===== src/rtl/mult_seq_shiftadd.sv =====
// Sequential shift-add multiplier: one adder iterated over B_WIDTH cycles,
// valid/ready on both sides, optional two's-complement multiplicand.
module mult_seq_shiftadd #(
   parameter int A_WIDTH  = 4,
   parameter int B_WIDTH  = 4,
   parameter bit SIGNED_A = 1'b0
) (
   input  logic                       clk,
   input  logic                       rst,
   input  logic                       in_valid,
   output logic                       in_ready,
   input  logic [A_WIDTH-1:0]         a,
   input  logic [B_WIDTH-1:0]         b,
   output logic                       out_valid,
   input  logic                       out_ready,
   output logic [A_WIDTH+B_WIDTH-1:0] y,
   output logic                       busy
);

   localparam int P_WIDTH = A_WIDTH + B_WIDTH;
   localparam int CW      = (B_WIDTH > 1) ? $clog2(B_WIDTH) : 1;
   localparam logic [CW-1:0] LAST_STEP = CW'(B_WIDTH - 1);

   typedef enum logic [1:0] {
      IDLE = 2'd0,
      BUSY = 2'd1,
      DONE = 2'd2
   } state_t;

   state_t               state_reg, state_next;
   logic [P_WIDTH-1:0]   a_ext_reg, a_ext_next;
   logic [B_WIDTH-1:0]   b_reg, b_next;
   logic [P_WIDTH-1:0]   acc_reg, acc_next;
   logic [CW-1:0]        count_reg, count_next;
   logic [P_WIDTH-1:0]   y_reg, y_next;

   logic [P_WIDTH-1:0]   a_ext_in;
   logic [P_WIDTH-1:0]   pp [B_WIDTH];
   logic [P_WIDTH-1:0]   step_sum;

   // Widening to the full product width up front makes the modulo-2^P sum exact
   // in both modes, including the most negative multiplicand.
   generate
      if (SIGNED_A) begin : g_sext
         assign a_ext_in = {{B_WIDTH{a[A_WIDTH-1]}}, a};
      end else begin : g_zext
         assign a_ext_in = {{B_WIDTH{1'b0}}, a};
      end
   endgenerate

   // One gated, pre-shifted partial product per multiplier bit; the step picks one.
   genvar gi;
   generate
      for (gi = 0; gi < B_WIDTH; gi++) begin : g_pp
         assign pp[gi] = b_reg[gi] ? (a_ext_reg << gi) : '0;
      end
   endgenerate

   assign step_sum = acc_reg + pp[count_reg];

   always_comb begin
      state_next = state_reg;
      a_ext_next = a_ext_reg;
      b_next     = b_reg;
      acc_next   = acc_reg;
      count_next = count_reg;
      y_next     = y_reg;
      in_ready   = 1'b0;
      out_valid  = 1'b0;
      busy       = 1'b0;

      case (state_reg)
         IDLE: begin
            in_ready = 1'b1;
            if (in_valid) begin
               a_ext_next = a_ext_in;
               b_next     = b;
               acc_next   = '0;
               count_next = '0;
               state_next = BUSY;
            end
         end
         BUSY: begin
            busy       = 1'b1;
            acc_next   = step_sum;
            count_next = count_reg + 1'b1;
            if (count_reg == LAST_STEP) begin
               y_next     = step_sum;
               count_next = '0;
               state_next = DONE;
            end
         end
         DONE: begin
            out_valid = 1'b1;
            in_ready  = out_ready;
            // Output handshake and a new accept can share one edge.
            if (out_ready) begin
               if (in_valid) begin
                  a_ext_next = a_ext_in;
                  b_next     = b;
                  acc_next   = '0;
                  count_next = '0;
                  state_next = BUSY;
               end else begin
                  state_next = IDLE;
               end
            end
         end
         default: begin
            state_next = IDLE;
         end
      endcase
   end

   always_ff @(posedge clk) begin
      if (rst) begin
         state_reg <= IDLE;
         a_ext_reg <= '0;
         b_reg     <= '0;
         acc_reg   <= '0;
         count_reg <= '0;
         y_reg     <= '0;
      end else begin
         state_reg <= state_next;
         a_ext_reg <= a_ext_next;
         b_reg     <= b_next;
         acc_reg   <= acc_next;
         count_reg <= count_next;
         y_reg     <= y_next;
      end
   end

   assign y = y_reg;

endmodule

===== config.mk =====
export PLATFORM = sky130hd
export DESIGN_NAME = mult_seq_shiftadd
export DESIGN_NICKNAME = d
export VERILOG_FILES = /design/src/rtl/mult_seq_shiftadd.sv
export SDC_FILE = /design/constraint.sdc
export NUM_CORES = 1
export LEC_CHECK = 0
export ABC_CLOCK_PERIOD_IN_PS = 6370
export CORE_UTILIZATION = 40
export CTS_CLUSTER_SIZE = 14
export DETAILED_ROUTE_END_ITERATION = 8
export MAX_ROUTING_LAYER = met4
export PLACE_DENSITY = 0.69
export SLEW_MARGIN = 40
export SYNTH_ARGS = -nofsm -noshare
export SYNTH_HDL_FRONTEND = slang
export SYNTH_SLANG_ARGS = --single-unit

===== constraint.sdc =====
create_clock -name clk -period 6.37 [get_ports clk]
set_clock_uncertainty 0.2 [all_clocks]
set_input_delay 0.9555 -clock clk [delete_from_list [all_inputs] [get_ports clk]]
set_output_delay 0.9555 -clock clk [all_outputs]
set_load 0.02 [all_outputs]

# After elaboration in Yosys (flattened, before gate mapping)
# Cells that the tools add are included.
[word_totals]
reg_bits = 32
latch_bits = 0
mem_bits_rw = 0
mem_bits_ro = 0
inputBits = 12
output_inout_bits = 11
wordCells = 51
n_memories = 0
[classes]
n_addsub = 2
n_mul = 0
div = 0
order_cmp = 1
eq_ne = 6
shift = 0
muxes = 28
bitwise_logic = 1
reduce_logical = 7
[ops]
columns = ["operator", "n"]
rows = [
  ["$mux W8", 10],
  ["$pmux W8 S3", 1],
  ["$bmux W8 S2", 1],
  ["$pmux W8 S2", 1],
  ["$mux W2", 6],
  ["$pmux W2 S3", 2],
  ["$add A8 B8 Y8", 1],
  ["$mux W4", 2],
  ["$pmux W4 S2", 1],
  ["$ne A2 B2 Y1 const B", 3],
  ["$reduce_and A2 Y1", 3],
  ["$eq A2 B2 Y1 const B", 2],
  ["$ge A3 B3 Y1 const B", 1],
  ["$mux W1", 3],
  ["$not A2 Y3", 1],
  ["$reduce_and A3 Y1", 1],
  ["$reduce_bool A3 Y1", 1],
  ["$add A2 B1 Y2 const B", 1],
  ["$eq A2 B1 Y1 const B", 1],
  ["$logic_not A2 Y1", 1],
  ["$pmux W1 S2", 1],
  ["$reduce_bool A2 Y1", 1],
]

# Depth between registers and ports, before layout
[depth]
depth_word = 6
mapped_depth = 9
depth_no_buf = 9

# Least setup slack after synthesis
# OpenSTA, ideal clock, no wires.
[synth_timing]
kind = "input -> output"
start = "input port out_ready"
end = "output port in_ready"
t_arrival_ns = 1.350
required_time_ns = 5.214
setup_slack_ns = 3.865
cell_stages = 2
path_buffers = 0
path_cell_list = "inv_1 > a21oi_1"
[synth_via]
elab_chain_len = 1
[synth_lines]
columns = ["item", "line", "rtl"]
rows = [
  ["start, declared", "15", "input logic out_ready,"],
  ["$pmux W1 S2", "72", "case (state_reg)"],
  ["end, declared", "11", "output logic in_ready,"],
]
# Every way passes these cells.

# Final worst setup path
# Same ends and word-level chain as after synthesis.

==> run metrics <==
status=completed; unrepaired setup endpoints after global routing=no; ANT cells=0; Post-Layout Inst Area=0.001883 mm^2; Area after DPL=0.001842 mm^2; M1 GR Usage=22.10%; met2 Use GR=25.77%; ANT nets after route=0; nets=240; Final Power=0.3182 mW; crit-path max FO=3; placer congestion estimate=0.7846; vias in the first global route=1221; vias per inst=5.423; worst rel slew slack=50.38%; drc violations=0; top cell type's share of synthesized area=34.89%; Post-synth EDFFs=0; Peak supply drop=92.91 uV; leak pwr=0.6933 nW; Synth Cell Area=0.001607 mm^2; Max-Cap Viols=0; synth top area cells=dfxtp_1 (35%), nand2_1 (8.2%), a21oi_1 (6.5%); Mapped Avg Cell Area=7.953 um^2; total negative slack=0 ps; Max Transition Viols Final=0; CP peak stage delay=610 ps; largest net degree at the start of global routing=36; r2r setup slk=3750 ps; layout cells sized above 1=6.452%; fmax=290.8 MHz; area leader, netlist=dfxtp_1; Power Dens Cells=169.0 mW/mm^2; Worst Hold Class=reg2reg; setup slack after layout=2932 ps; CTS tree=yes; initial antenna violation count=0; post-synthesis sequential area ratio=34.89%; WL final=3367 um; clock sinks=28; Max clock buf depth=2; most frequent cells in the layout=nand2_1 (35), dfxtp_1 (28), clkdlybuf4s50_1 (22), a21oi_1 (21), nor2_1 (11); row cnt=22; Die H=65.38 um; crit path DAT=2280 ps; Setup WS pre-CTS=2927 ps; CTS HTree Levels=1; commonest non-fill, non-tap cell in the layout=nand2_1; fraction of registers with async set/reset=0%; Ports=23; Worst-Skew Late Latency=270 ps; Vias=1437; gr usage total=16.80%; die area=0.004274 mm^2; clock slew at reported path FFs=90 ps; nature of the critical path startpoint=input port; Most common cell on crit path=clkdlybuf4s50_1; Yosys cell types=50; Post-synth top flop=dfxtp_1; synthesized flop and latch total=28; Final period util=53.98%; post-CTS setup buffer count=0; total core area=0.003744 mm^2; met3 usage=2.604%; min Tclk post-route=3438 ps; crit path kind=in2out; critical path required time=5210 ps; Final Util=50.30%; GRT Max-Usage Layer=met2; worst-path cell chain=clkdlybuf4s50_1 -> inv_1 -> a21oi_1 -> clkdlybuf4s50_1; port buffer count=22; crit path capture type=output port; synth warn=0; Net Count, Synth=223; hold buffers post-CTS=0; grt ovf=0; Tightest Pin Transition=744.4 ps; Layout area overhead=17.21%; Starting Density=42.91%; first-pass GRT wire length=5416 um; CTS resizes=0; Detailed Route Iter0 Violations=72; die width=65.38 um; clk root buf=clkbuf_8; Worst path slowest cell=clkdlybuf4s50_1; Pre-Repair DR Iteration Count=4; hpwl dp=2371 um; final setup vio count=0; total CTS buffers=3; WL per Instance=12.71 um; final hold violations=0; cell count after synthesis=202
[routing by layer]
metal / wire length [um] / share of wire, %
met1: 1721 / 51
met2: 1537 / 46
met3: 56 / 1.7
met4: 51 / 1.5
met5: 0 / 0
[area by class of cell]
type                       count  area (um^2)
sequential                    28        560.5
timing repair buffer          23        227.7
tap                           48        60.06
inverter                       8        30.03
clock buffer                   3        41.29
multi-input combinational    155        963.4
fill                         393         1861
[worst max-delay path, delay by kind of cell]
kind	cells	cell delay, ps
buffers and inverters	3	1190
AOI/OAI and AO/OA	1	130
[final timing paths]
path                                    to  cells after the start    startpoint
worst min-delay path                  y[4]                      2          y[4]
worst max register to register  acc_reg[6]                      8  count_reg[0]
worst min register to register        y[4]                      2          y[4]
worst max-delay path              in_ready                      4     out_ready
[kinds of logic (layout without fill, tap and decap cells)]
kind of cell / after synthesis / count (layout) / synth area share, %
and+or+nand+nor: 89 / 89 / 28.04
DFF: 28 / 28 / 34.89
buffers and inverters: 19 / 34 / 5.140
adders and majority gates: 9 / 9 / 7.477
xor gates and xnor gates: 1 / 1 / 0.5453
AOI/OAI and AO/OA: 56 / 56 / 23.91
[report_power, final]
group	switching (mW)	internal [mW]	leakage, nW
clock	0.0526	0.0425	0.0216
sequential	0.00713	0.179	0.227
combinational	0.0205	0.0160	0.444
[through the flow]
stage | hold slack [ps] | instances
after floorplan | 252.2 | 202
after global routing | 284.8 | 265
after global placement | 242.9 | 262
final | 258.9 | 265
after CTS | 261.4 | 265
after detailed placement | 247.7 | 262
[Yosys cell counts, types with 4 or more instances]
master / instances
o21ai_0: 8
nand3_1: 10
clkbuf_1: 7
nand2_1: 35
nor2_1: 11
ha_1: 8
nor3_1: 7
dfxtp_1: 28
inv_1: 7
nand3b_1: 4
a21oi_1: 21
No activity file was read; power rests on OpenSTA's default activity.
